`src/rtl/speech_sequencer_if.sv`:
```
// Bus between the utterance driver / phoneme ROM and speech_sequencer.
// master: drives start, abort, address, rom_data; slave: the sequencer.
interface speech_sequencer_if;
    logic        start;
    logic        abort;
    logic [12:0] address;
    logic [7:0]  rom_data;
    logic [12:0] rom_addr;
    logic [4:0]  phoneme;
    logic        phoneme_valid;
    logic        busy;
    logic        done;

    modport master (
        output start, abort, address, rom_data,
        input  rom_addr, phoneme, phoneme_valid, busy, done
    );

    modport slave (
        input  start, abort, address, rom_data,
        output rom_addr, phoneme, phoneme_valid, busy, done
    );
endinterface

```
`src/rtl/speech_sequencer.sv`:
```
// Walks the phoneme ROM from a start address, plays each phoneme for its
// encoded duration. Ports: clk, nrst (async low), bus (slave modport).
module speech_sequencer #(
    parameter int TICK_CYCLES = 256,
    parameter int MAX_LEN     = 64
) (
    input logic               clk,
    input logic               nrst,
    speech_sequencer_if.slave bus
);
    localparam int CW = $clog2(4 * TICK_CYCLES);
    localparam int NW = $clog2(MAX_LEN + 1);

    typedef enum logic [2:0] {
        S_IDLE,
        S_FETCH,
        S_LATCH,
        S_PLAY,
        S_DONE
    } state_e;

    state_e          state_q, state_d;
    logic [12:0]     rom_addr_q, rom_addr_d;
    logic [4:0]      phoneme_q, phoneme_d;
    logic            last_q, last_d;
    logic [CW-1:0]   cnt_q, cnt_d;
    logic [NW-1:0]   count_q, count_d;

    always_ff @(posedge clk or negedge nrst) begin
        if (!nrst) begin
            state_q    <= S_IDLE;
            rom_addr_q <= '0;
            phoneme_q  <= '0;
            last_q     <= 1'b0;
            cnt_q      <= '0;
            count_q    <= '0;
        end else begin
            state_q    <= state_d;
            rom_addr_q <= rom_addr_d;
            phoneme_q  <= phoneme_d;
            last_q     <= last_d;
            cnt_q      <= cnt_d;
            count_q    <= count_d;
        end
    end

    always_comb begin
        state_d    = state_q;
        rom_addr_d = rom_addr_q;
        phoneme_d  = phoneme_q;
        last_d     = last_q;
        cnt_d      = cnt_q;
        count_d    = count_q;

        unique case (state_q)
            S_IDLE: begin
                if (bus.start && !bus.abort) begin
                    rom_addr_d = bus.address;
                    count_d    = '0;
                    state_d    = S_FETCH;
                end
            end
            S_FETCH: begin
                state_d = S_LATCH;
            end
            S_LATCH: begin
                phoneme_d = bus.rom_data[4:0];
                last_d    = bus.rom_data[7];
                // Play time (dur+1)*TICK_CYCLES, counted down to zero.
                cnt_d     = CW'((int'(bus.rom_data[6:5]) + 1)
                                * TICK_CYCLES - 1);
                count_d   = count_q + NW'(1);
                state_d   = S_PLAY;
            end
            S_PLAY: begin
                if (cnt_q == '0) begin
                    if (last_q || count_q == NW'(MAX_LEN)) begin
                        state_d = S_DONE;
                    end else begin
                        rom_addr_d = rom_addr_q + 13'd1;
                        state_d    = S_FETCH;
                    end
                end else begin
                    cnt_d = cnt_q - CW'(1);
                end
            end
            S_DONE: begin
                state_d = S_IDLE;
            end
            default: begin
                state_d = S_IDLE;
            end
        endcase

        // Cancel overrides every other transition.
        if (bus.abort && state_q != S_IDLE) begin
            state_d   = S_IDLE;
            phoneme_d = '0;
        end
    end

    assign bus.rom_addr      = rom_addr_q;
    assign bus.phoneme       = phoneme_q;
    assign bus.phoneme_valid = (state_q == S_PLAY) && (phoneme_q != '0);
    assign bus.busy          = (state_q != S_IDLE);
    assign bus.done          = (state_q == S_DONE);
endmodule

```
`src/flat_wrapper.sv`:
```
// flat-port wrapper written by rule: the top's interface ports become plain ports
module speech_sequencer_flat 
#(
    parameter int TICK_CYCLES = 256,
    parameter int MAX_LEN     = 64
)
  (clk, nrst, bus_start, bus_abort, bus_address, bus_rom_data, bus_rom_addr, bus_phoneme, bus_phoneme_valid, bus_busy, bus_done);
  speech_sequencer_if bus_i ();
  input logic clk;
  input logic nrst;
  input wire logic [$bits(bus_i.start)-1:0] bus_start;
  input wire logic [$bits(bus_i.abort)-1:0] bus_abort;
  input wire logic [$bits(bus_i.address)-1:0] bus_address;
  input wire logic [$bits(bus_i.rom_data)-1:0] bus_rom_data;
  output wire logic [$bits(bus_i.rom_addr)-1:0] bus_rom_addr;
  output wire logic [$bits(bus_i.phoneme)-1:0] bus_phoneme;
  output wire logic [$bits(bus_i.phoneme_valid)-1:0] bus_phoneme_valid;
  output wire logic [$bits(bus_i.busy)-1:0] bus_busy;
  output wire logic [$bits(bus_i.done)-1:0] bus_done;
  assign bus_i.start = bus_start;
  assign bus_i.abort = bus_abort;
  assign bus_i.address = bus_address;
  assign bus_i.rom_data = bus_rom_data;
  assign bus_rom_addr = bus_i.rom_addr;
  assign bus_phoneme = bus_i.phoneme;
  assign bus_phoneme_valid = bus_i.phoneme_valid;
  assign bus_busy = bus_i.busy;
  assign bus_done = bus_i.done;
  speech_sequencer #(.TICK_CYCLES(TICK_CYCLES), .MAX_LEN(MAX_LEN)) u_core (.clk(clk), .nrst(nrst), .bus(bus_i));
endmodule
```
`config.mk`:
```
export PLATFORM = sky130hd
export DESIGN_NAME = speech_sequencer_flat
export DESIGN_NICKNAME = d
export VERILOG_FILES = /design/src/rtl/speech_sequencer_if.sv /design/src/rtl/speech_sequencer.sv /design/src/flat_wrapper.sv
export SDC_FILE = /design/constraint.sdc
export NUM_CORES = 1
export LEC_CHECK = 0
export ABC_AREA = 1
export ABC_CLOCK_PERIOD_IN_PS = 2200
export BUFFER_PORTS_ARGS = -buffer_cell sky130_fd_sc_hd__buf_2
export CORE_MARGIN = 5
export CORE_UTILIZATION = 35
export DETAILED_ROUTE_END_ITERATION = 16
export SYNTH_ARGS = -nofsm -noshare
export SYNTH_HDL_FRONTEND = slang
export SYNTH_SLANG_ARGS = --single-unit
export TNS_END_PERCENT = 10
```
`constraint.sdc`:
```
create_clock -name clk -period 2.2 [get_ports clk]
set_clock_uncertainty 0.2 [all_clocks]
set_input_delay 0 -clock clk [delete_from_list [all_inputs] [get_ports clk]]
set_output_delay 0 -clock clk [all_outputs]
set_load 0.02 [all_outputs]
```
# [Yosys cells after proc, flatten, opt, wreduce, memory -nomap -nowiden]
# Index checks and enable logic that the tools add are counted.
# W data, S select, Z words.
[classes] addsub=5 eq_ne=11 mux=15 n_reduce_logical=17
[op_table] cell="$mux W13" count=3
[op_table] cell="$pmux W13 S2" count=1
[op_table] cell="$pmux W10 S2" count=1
[op_table] cell="$pmux W7 S2" count=1
[op_table] cell="$add A13 B1 Y13 const B" count=1
[op_table] cell="$mux W3" count=4
[op_table] cell="$pmux W3 S4" count=1
[op_table] cell="$logic_not A10 Y1" count=1
[op_table] cell="$mux W10" count=1
[op_table] cell="$mux W5" count=2
[op_table] cell="$sub A10 B1 Y10 const B" count=1
[op_table] cell="$sub A10 B2 Y10 const B" count=1
[op_table] cell="$reduce_bool A2 Y1" count=4
[op_table] cell="$add A7 B1 Y7 const B" count=1
[op_table] cell="$eq A7 B7 Y1 const B" count=1
[op_table] cell="$mux W7" count=1
[op_table] cell="$eq A3 B2 Y1 const B" count=2
[op_table] cell="$ne A3 B1 Y1 const B" count=2
[op_table] cell="$reduce_and A2 Y1" count=3
[op_table] cell="$reduce_bool A5 Y1" count=1
[op_table] cell="$ne A2 B1 Y1 const B" count=2
[op_table] cell="$ne A2 B2 Y1 const B" count=2
[op_table] cell="$reduce_and A4 Y1" count=1
[op_table] cell="$eq A3 B1 Y1 const B" count=1
[op_table] cell="7 further kinds" count=9
[word_totals] regBits=39 in_bits=25 output_inout_bits=21 wordCells=54

# [Longest topological paths before layout]
# Gate-level depths: netlist (run 1).
[logic_depth] word_depth=6 ltp_mapped=12 mapped_depth_nobuf=11

# [Worst setup path after synthesis (run 1)]
# OpenSTA, ideal clock, no wires.
[synth_timing] kind="register to register" startpoint="register u_core.cnt_q[0]" endpoint="register u_core.rom_addr_q[11] (netlist: u_core.bus.rom_addr[11])" setup_ps=117 arrival_time_ps=1529 required_time_ps=1883 path_slack_ps=354 path_stages_with_launch=10 path_buffers=0 synth_period_minus_slack_ps=1846 path_cell_list="dfrtp_1 inv_1 ha_1 nand2_1 nor2_1 nand2_1 nand2_2 nand3_1 nand2_1 nand2_1"
[synth_between] elab_chain_cells=3
[synth_lines] element="start, declared" line="speech_sequencer.sv:26" rtl="logic [CW-1:0] cnt_q, cnt_d;"
[synth_lines] element="start signal, assigned" line="speech_sequencer.sv:42" rtl="cnt_q <= cnt_d;"
[synth_lines] element="$logic_not A10 Y1" line="speech_sequencer.sv:76" rtl="if (cnt_q == '0) begin"
[synth_lines] element="$ne A2 B1 Y1 (no line)"
[synth_lines] element="$reduce_and A4 Y1 (no line)"
[synth_lines] element="end signal, assigned" line="speech_sequencer.sv:39" rtl="rom_addr_q <= rom_addr_d;"
[synth_lines] element="end, declared" line="speech_sequencer.sv:23" rtl="logic [12:0] rom_addr_q, rom_addr_d;"
# Every way passes these cells.
# A chain may end at the register's enable or synchronous reset.

# [Worst setup path in the final report (run 1)]
[layout_timing] startpoint="register u_core.state_q[0]" endpoint="register u_core.phoneme_q[2] (netlist: u_core.bus.phoneme[2])"
[layout_between] elab_chain_cells=3 elab_cells_between_ends=5 cone_classes="1 x eq/ne; 1 x mux; 3 x reduce/logical"
[layout_lines] element="start, declared" line="speech_sequencer.sv:22" rtl="state_e state_q, state_d;"
[layout_lines] element="start signal, assigned" line="speech_sequencer.sv:38" rtl="state_q <= state_d;"
[layout_lines] element="$reduce_bool A3 Y1" line="speech_sequencer.sv:96" rtl="if (bus.abort && state_q != S_IDLE) begin"
[layout_lines] element="$logic_and A1 B1 Y1" line="speech_sequencer.sv:96"
[layout_lines] element="$mux W5 / $reduce_bool A2 Y1 (equally long branches)"
[layout_lines] element="end signal, assigned" line="speech_sequencer.sv:40" rtl="phoneme_q <= phoneme_d;"
[layout_lines] element="end, declared" line="speech_sequencer.sv:24" rtl="logic [4:0] phoneme_q, phoneme_d;"
# Several ways; a longest one is shown, not always the timed one.

==> flow_summary_export.csv, run 1 <==
group,metric,value,unit
placed_design,dp_hpwl,4200,µm
sta,setup_violations,0,
detailed_routing,ant_nets,0,
power_and_ir_drop,ir_worst_vdd,646,µV
floorplanning,die_x,91.0,µm
clock_tree,cts_setup_buffers,0,
sta,hold_violations,0,
status,status,"finished clean",
detailed_routing,wire_per_inst,12.3,µm
placed_design,place_congestion,0.838,
cells_and_area,drive_gt1_frac,0.171,
placed_design,port_buffers,45,
placed_design,dpl_cell_area,0.00263,mm²
clock_tree,htreeDepth,2,
min_path,hold_class,"input port to async pin",
floorplanning,core_area,0.00635,mm²
detailed_routing,wl_met3,262,µm
clock_tree,clkSinkCount,39,
detailed_routing,drtPass1Iterations,5,
floorplanning,die_area,0.00827,mm²
cells_and_area,n_fill_cell,625,
logic_synthesis,synth_seq_cells,39,
cells_and_area,fin_nets,437,
detailed_routing,drt_iter0_markers,117,
cells_and_area,stdcell_area,0.00305,mm²
logic_synthesis,yosysUniqueCellTypes,27,
detailed_routing,drc_errors,0,
sta,fin_crit_sh,0.926,
clock_tree,clock_latency,0.29,ns
detailed_routing,wl_met1,3000,µm
sta,slew_viol_final,0,
clock_tree,clkTransAtPathRegs,0.08,ns
floorplanning,start_util,0.361,
floorplanning,die_h,91.0,µm
global_route,antenna_found_initial,0,
logic_synthesis,syn-num-nets,355,
setup_path,cp-end-kind,"flip-flop",
setup_path,start_kind,"flip-flop",
sta,maxSlewHeadroom,0.409,
cells_and_area,final_common_cell,"nand2_1",
global_route,grt_max_degree,40,
sta,tns,0,ns
logic_synthesis,syn_area_per_cell,7.04,µm²
cells_and_area,syn_to_final_growth,32.8,%
floorplanning,rows,29,
sta,rsz0062_at_grt,"no",
global_route,grt_pass1_vias,2192,
global_route,gr-usage-all-layers,0.145,
logic_synthesis,ys_warn_count,0,
clock_tree,root_buffer,"clkbuf_8",
setup_path,cp.arrival,2.07,ns
clock_tree,cts_buffers,5,
sta,tightest_slew,0.886,ns
setup_path,path_max_fanout,7,
cells_and_area,most-common-layout-cells,"nand2_1 (116), buf_2 (45), nand3_1 (42)",
global_route,grt_pass1_wl,10200,µm
detailed_routing,vias_per_cell,4.85,
setup_path,r2r_slack,0.16,ns
detailed_routing,dr_wl_met2,2650,µm
cells_and_area,antennaDiodeCount,0,
sta,finalCriticalPeriod,2.04,ns
sta,fmax,491,MHz
power_and_ir_drop,p_per_area,1140,mW/mm²
global_route,grt_overflow,0,
flow_run,max_cap_viol_count,0,
clock_tree,clock_path_buffers,2,
clock_tree,cts_tree,"yes",
detailed_routing,vias,2356,
logic_synthesis,ys_seq_area_frac,0.426,
floorplanning,pin_count,46,
setup_path,worstSetupPathType,"flip-flop to flip-flop",
power_and_ir_drop,power_leakage,1.55,nW
detailed_routing,wl,5970,µm
logic_synthesis,synth_cells,326,
setup_path,cp.required,2.24,ns
detailed_routing,maxUsedRoutingLayer,"met4",
logic_synthesis,syn_area,0.00229,mm²
## kinds of logic (layout without fill, tap and decap cells)
family                   after synthesis  after routing  share of synthesized area
buffers and inverters                 40            123                     0.0687
multiplexers                           2              2                    0.00873
AND/OR/NAND/NOR                      201            201                      0.374
flip-flops                            39             39                      0.426
AO/OA/AOI/OAI                         37             37                     0.0900
adder cells (fa/ha/maj)                4              4                     0.0218
XOR/XNOR                               3              3                     0.0115
## what timing repair did
item | in CTS | in global routing
endpoints found under the hold margin | 63 | 0
setup endpoints to repair | 0 | 1
hold buffers | 29 | 0
resized for setup | 0 | 1
## per-stage QoR
stage          total power [W]  hold slack, ns  utilization  setup WS, ns  std cells
3_5_place_dp           0.00276         -0.0207        0.415         0.183        449
3_3_place_gp           0.00275         -0.0245        0.415         0.230        449
4_1_cts                0.00348           0.197        0.479         0.167        486
5_1_grt                0.00377           0.277        0.480        0.0147        486
2_1_floorplan          0.00227          -0.496            -         0.354        326
6_report               0.00348           0.165        0.480         0.163        486
## critical path, cell delays in order (launching register included)
cell	delay, ns
dfrtp_1	0.39
inv_1	0.13
nand2_1	0.09
nor2_1	0.13
inv_1	0.10
nand2_1	0.10
inv_1	0.14
a21oi_1	0.15
dlygate4sd3_1	0.56
## cells in the mapped netlist (all sizes together)
cell type	number	share of area
a31oi	1	0.0027
xor2	1	0.0038
o21ai	24	0.052
nand3b	1	0.0033
dfrtp	39	0.43
inv	35	0.057
xnor2	2	0.0076
or2	4	0.011
clkbuf	4	0.0065
nand3	42	0.092
mux2i	2	0.0087
o22ai	2	0.0055
a21oi	8	0.022
a21o	1	0.0033
o41ai	1	0.0038
nor3	2	0.0093
nand4	5	0.014
buf	1	0.0049
nand2	117	0.19
nor2	30	0.052
ha	4	0.022
## area by class of cell
cell class                 count  area, µm²  share of cell area
clock inverter                 2       35.0              0.0115
timing repair buffer          80        561               0.184
multi-input combinational    247       1160               0.381
sequential                    39        976               0.320
clock buffer                   6       82.6              0.0271
inverter                      35        135              0.0444
tap                           77       96.3              0.0316
## per-layer routing
layer	up-vias	track usage
met2	53	0.222
met5	-	0
li1	1212	-
met4	0	0.0379
met1	1086	0.211
met3	5	0.0264
## final timing paths
check,from,end,cells past startpoint
max,u_core.state_q[0],u_core.bus.phoneme[2],8
min,nrst,u_core.count_q[0],2
max reg2reg,u_core.state_q[0],u_core.bus.phoneme[2],8
min reg2reg,u_core.count_q[6],u_core.count_q[6],1
max in group asynchronous,nrst,u_core.cnt_q[0],2
min in group clk,bus_rom_data[7],u_core.last_q,4
## flip-flops by register name (all words and copies together), names as in the netlist
signal and count:
u_core.bus.phoneme 5, u_core.bus.rom_addr 13, u_core.cnt_q 10, u_core.count_q 7, u_core.last_q 1, u_core.state_q 3
## where the power goes
group          total, W  internal [W]  switching, W
Combinational   0.00165      0.000590       0.00106
Sequential      0.00120      0.000950      0.000247
Clock          0.000627      0.000367      0.000260
Power figures use the tool's default switching activity.
==> run 2: changes to the inputs <==
--- a/config.mk
+++ b/config.mk
@@ -6,11 +6,12 @@
 export NUM_CORES = 1
 export LEC_CHECK = 0
 export ABC_AREA = 1
-export ABC_CLOCK_PERIOD_IN_PS = 2200
+export ABC_CLOCK_PERIOD_IN_PS = 2300
 export BUFFER_PORTS_ARGS = -buffer_cell sky130_fd_sc_hd__buf_2
 export CORE_MARGIN = 5
-export CORE_UTILIZATION = 35
+export CORE_UTILIZATION = 55
 export DETAILED_ROUTE_END_ITERATION = 16
+export PLACE_DENSITY = 0.8
 export SYNTH_ARGS = -nofsm -noshare
 export SYNTH_HDL_FRONTEND = slang
 export SYNTH_SLANG_ARGS = --single-unit
==> constraint.sdc (replaced) <==
create_clock -name clk -period 2.3 [get_ports clk]
set_clock_uncertainty 0.2 [all_clocks]
set_input_delay 0 -clock clk [delete_from_list [all_inputs] [get_ports clk]]
set_output_delay 0 -clock clk [all_outputs]
set_load 0.02 [all_outputs]
==> flow_summary_export.csv, run 2 (synthesis results as in run 1) <==
group,metric,value,unit
global_route,grt_overflow,0,
clock_tree,clock_latency,0.29,ns
setup_path,worstSetupPathType,"flip-flop to flip-flop",
power_and_ir_drop,ir_worst_vdd,742,µV
global_route,antenna_found_initial,0,
clock_tree,root_buffer,"clkbuf_8",
setup_path,start_kind,"flip-flop",
cells_and_area,syn_to_final_growth,29.5,%
clock_tree,cts_buffers,5,
sta,tns,0,ns
clock_tree,htreeDepth,2,
sta,hold_violations,0,
min_path,hold_class,"input port to flip-flop",
clock_tree,cts_tree,"yes",
setup_path,cp-end-kind,"flip-flop",
floorplanning,rows,23,
floorplanning,die_x,74.6,µm
placed_design,place_congestion,0.893,
setup_path,cp_common_cell,"inv_1",
status,status,"finished clean",
floorplanning,start_util,0.569,
setup_path,path_max_fanout,13,
power_and_ir_drop,p_per_area,1090,mW/mm²
sta,setup_violations,0,
setup_path,crit_family,"buffers and inverters",
cells_and_area,most-common-layout-cells,"nand2_1 (116), buf_2 (45), nand3_1 (42)",
flow_run,max_cap_viol_count,0,
placed_design,dp_hpwl,4040,µm
clock_tree,cts_resized,0,
floorplanning,pin_count,46,
setup_path,max_stage_delay,0.56,ns
setup_path,cp.required,2.33,ns
global_route,grt_pass1_wl,10300,µm
global_route,grt_pass1_vias,2294,
cells_and_area,final_common_cell,"nand2_1",
detailed_routing,vias_per_cell,5.40,
cells_and_area,stdcell_area,0.00297,mm²
detailed_routing,drtPass1Iterations,4,
sta,finalCriticalPeriod,2.07,ns
clock_tree,clkTransAtPathRegs,0.07,ns
sta,slew_viol_final,0,
setup_path,crit_chain,"inv_1 -> nand3_1 -> inv_1 -> nand2_1 -> a21oi_1 -> dlygate4sd3_1",
sta,fin_crit_sh,0.898,
global_route,gr-usage-all-layers,0.239,
cells_and_area,largest_reg_flops,13,
setup_path,crit_path_top_delay_cell,"dlygate4sd3_1",
sta,tightest_slew,0.880,ns
detailed_routing,wl,6020,µm
floorplanning,core_area,0.00403,mm²
sta,maxSlewHeadroom,0.413,
sta,rsz0062_at_grt,"no",
floorplanning,die_h,74.6,µm
cells_and_area,antennaDiodeCount,0,
detailed_routing,drt_iter0_markers,207,
sta,whs,0.0133,ns
global_route,grt_max_degree,40,
detailed_routing,ant_nets,0,
placed_design,place_inst,422,
placed_design,dpl_cell_area,0.00260,mm²
cells_and_area,stdcell_count,457,
clock_tree,clock_path_buffers,2,
detailed_routing,drc_errors,0,
detailed_routing,vias,2466,
sta,fmax,484,MHz
setup_path,path_buf_inv,3,
detailed_routing,wire_per_inst,13.2,µm
power_and_ir_drop,power_leakage,1.54,nW
cells_and_area,fin_nets,435,
placed_design,port_buffers,45,
setup_path,cp.arrival,2.09,ns
clock_tree,clkSinkCount,39,
cells_and_area,drive_gt1_frac,0.167,
floorplanning,die_area,0.00556,mm²
==> run 2: changes by cell type in the layout (fill, tap and decap cells not counted) <==
cell           delta
bufinv_16         -1
clkbuf_1          +1
clkbuf_8          +1
clkinv_2          -1
clkinvlp_4        -1
dlygate4sd3_1     -2
inv_1             +1
==> run 2: through the flow <==
| step | worst slack, ns | power [W] | utilization |
|---|---|---|---|
| after floorplan | 0.454 | 0.00217 | - |
| after global placement | 0.363 | 0.00260 | 0.645 |
| after detailed placement | 0.279 | 0.00263 | 0.645 |
| after CTS | 0.256 | 0.00322 | 0.737 |
| after global routing | 0.0844 | 0.00352 | 0.737 |
| final | 0.235 | 0.00322 | 0.737 |
==> run 2: layout make-up <==
| class | instances | area (µm²) |
|---|---|---|
| clock buffers | 8 | 100 |
| repair buffers | 78 | 541 |
| inverters | 35 | 131 |
| fillers | 311 | 1060 |
| well taps | 50 | 62.6 |
| flip-flops and latches | 39 | 976 |
| multi-input cells | 247 | 1160 |
==> run 2: power breakdown <==
| part | switching, W | leakage (nW) | total, W | internal [W] |
|---|---|---|---|---|
| combinational | 0.00102 | 1.02 | 0.00157 | 0.000553 |
| clock | 0.000235 | 0.0515 | 0.000509 | 0.000274 |
| sequential | 0.000234 | 0.471 | 0.00114 | 0.000909 |
==> run 2: worst paths after layout <==
path / start / endpoint / slack [ns] / cells past startpoint
min: bus_start / u_core.state_q[2] / 0.01 / 5
min reg2reg: u_core.count_q[6] / u_core.count_q[6] / 0.30 / 1
max: u_core.state_q[2] / u_core.bus.phoneme[1] / 0.23 / 6
max reg2reg: u_core.state_q[2] / u_core.bus.phoneme[1] / 0.23 / 6
max in group asynchronous: nrst / u_core.count_q[6] / 1.18 / 2
min in group asynchronous: nrst / u_core.cnt_q[8] / 0.16 / 2
==> run 2: layer usage <==
| metal | vias up | GRT usage | share of wire |
|---|---|---|---|
| li1 | 1213 | - | - |
| met1 | 1152 | 0.309 | 0.43 |
| met2 | 86 | 0.407 | 0.49 |
| met3 | 15 | 0.0527 | 0.069 |
| met4 | 0 | 0.0613 | 0.018 |
| met5 | - | 0 | 0 |
==> run 2: timing repair <==
item / 4_1_cts / 5_1_grt
setup buffers: 0 / 0
hold buffers: 27 / 0
endpoints found under the hold margin: 62 / 0
==> run 2: worst min-delay path, delay by kind of cell <==
kind | cells | cell delay (ns)
AOI/OAI and AO/OA | 1 | 0.20
and+or+nand+nor | 2 | 0.10
buffers and inverters | 2 | 0.15
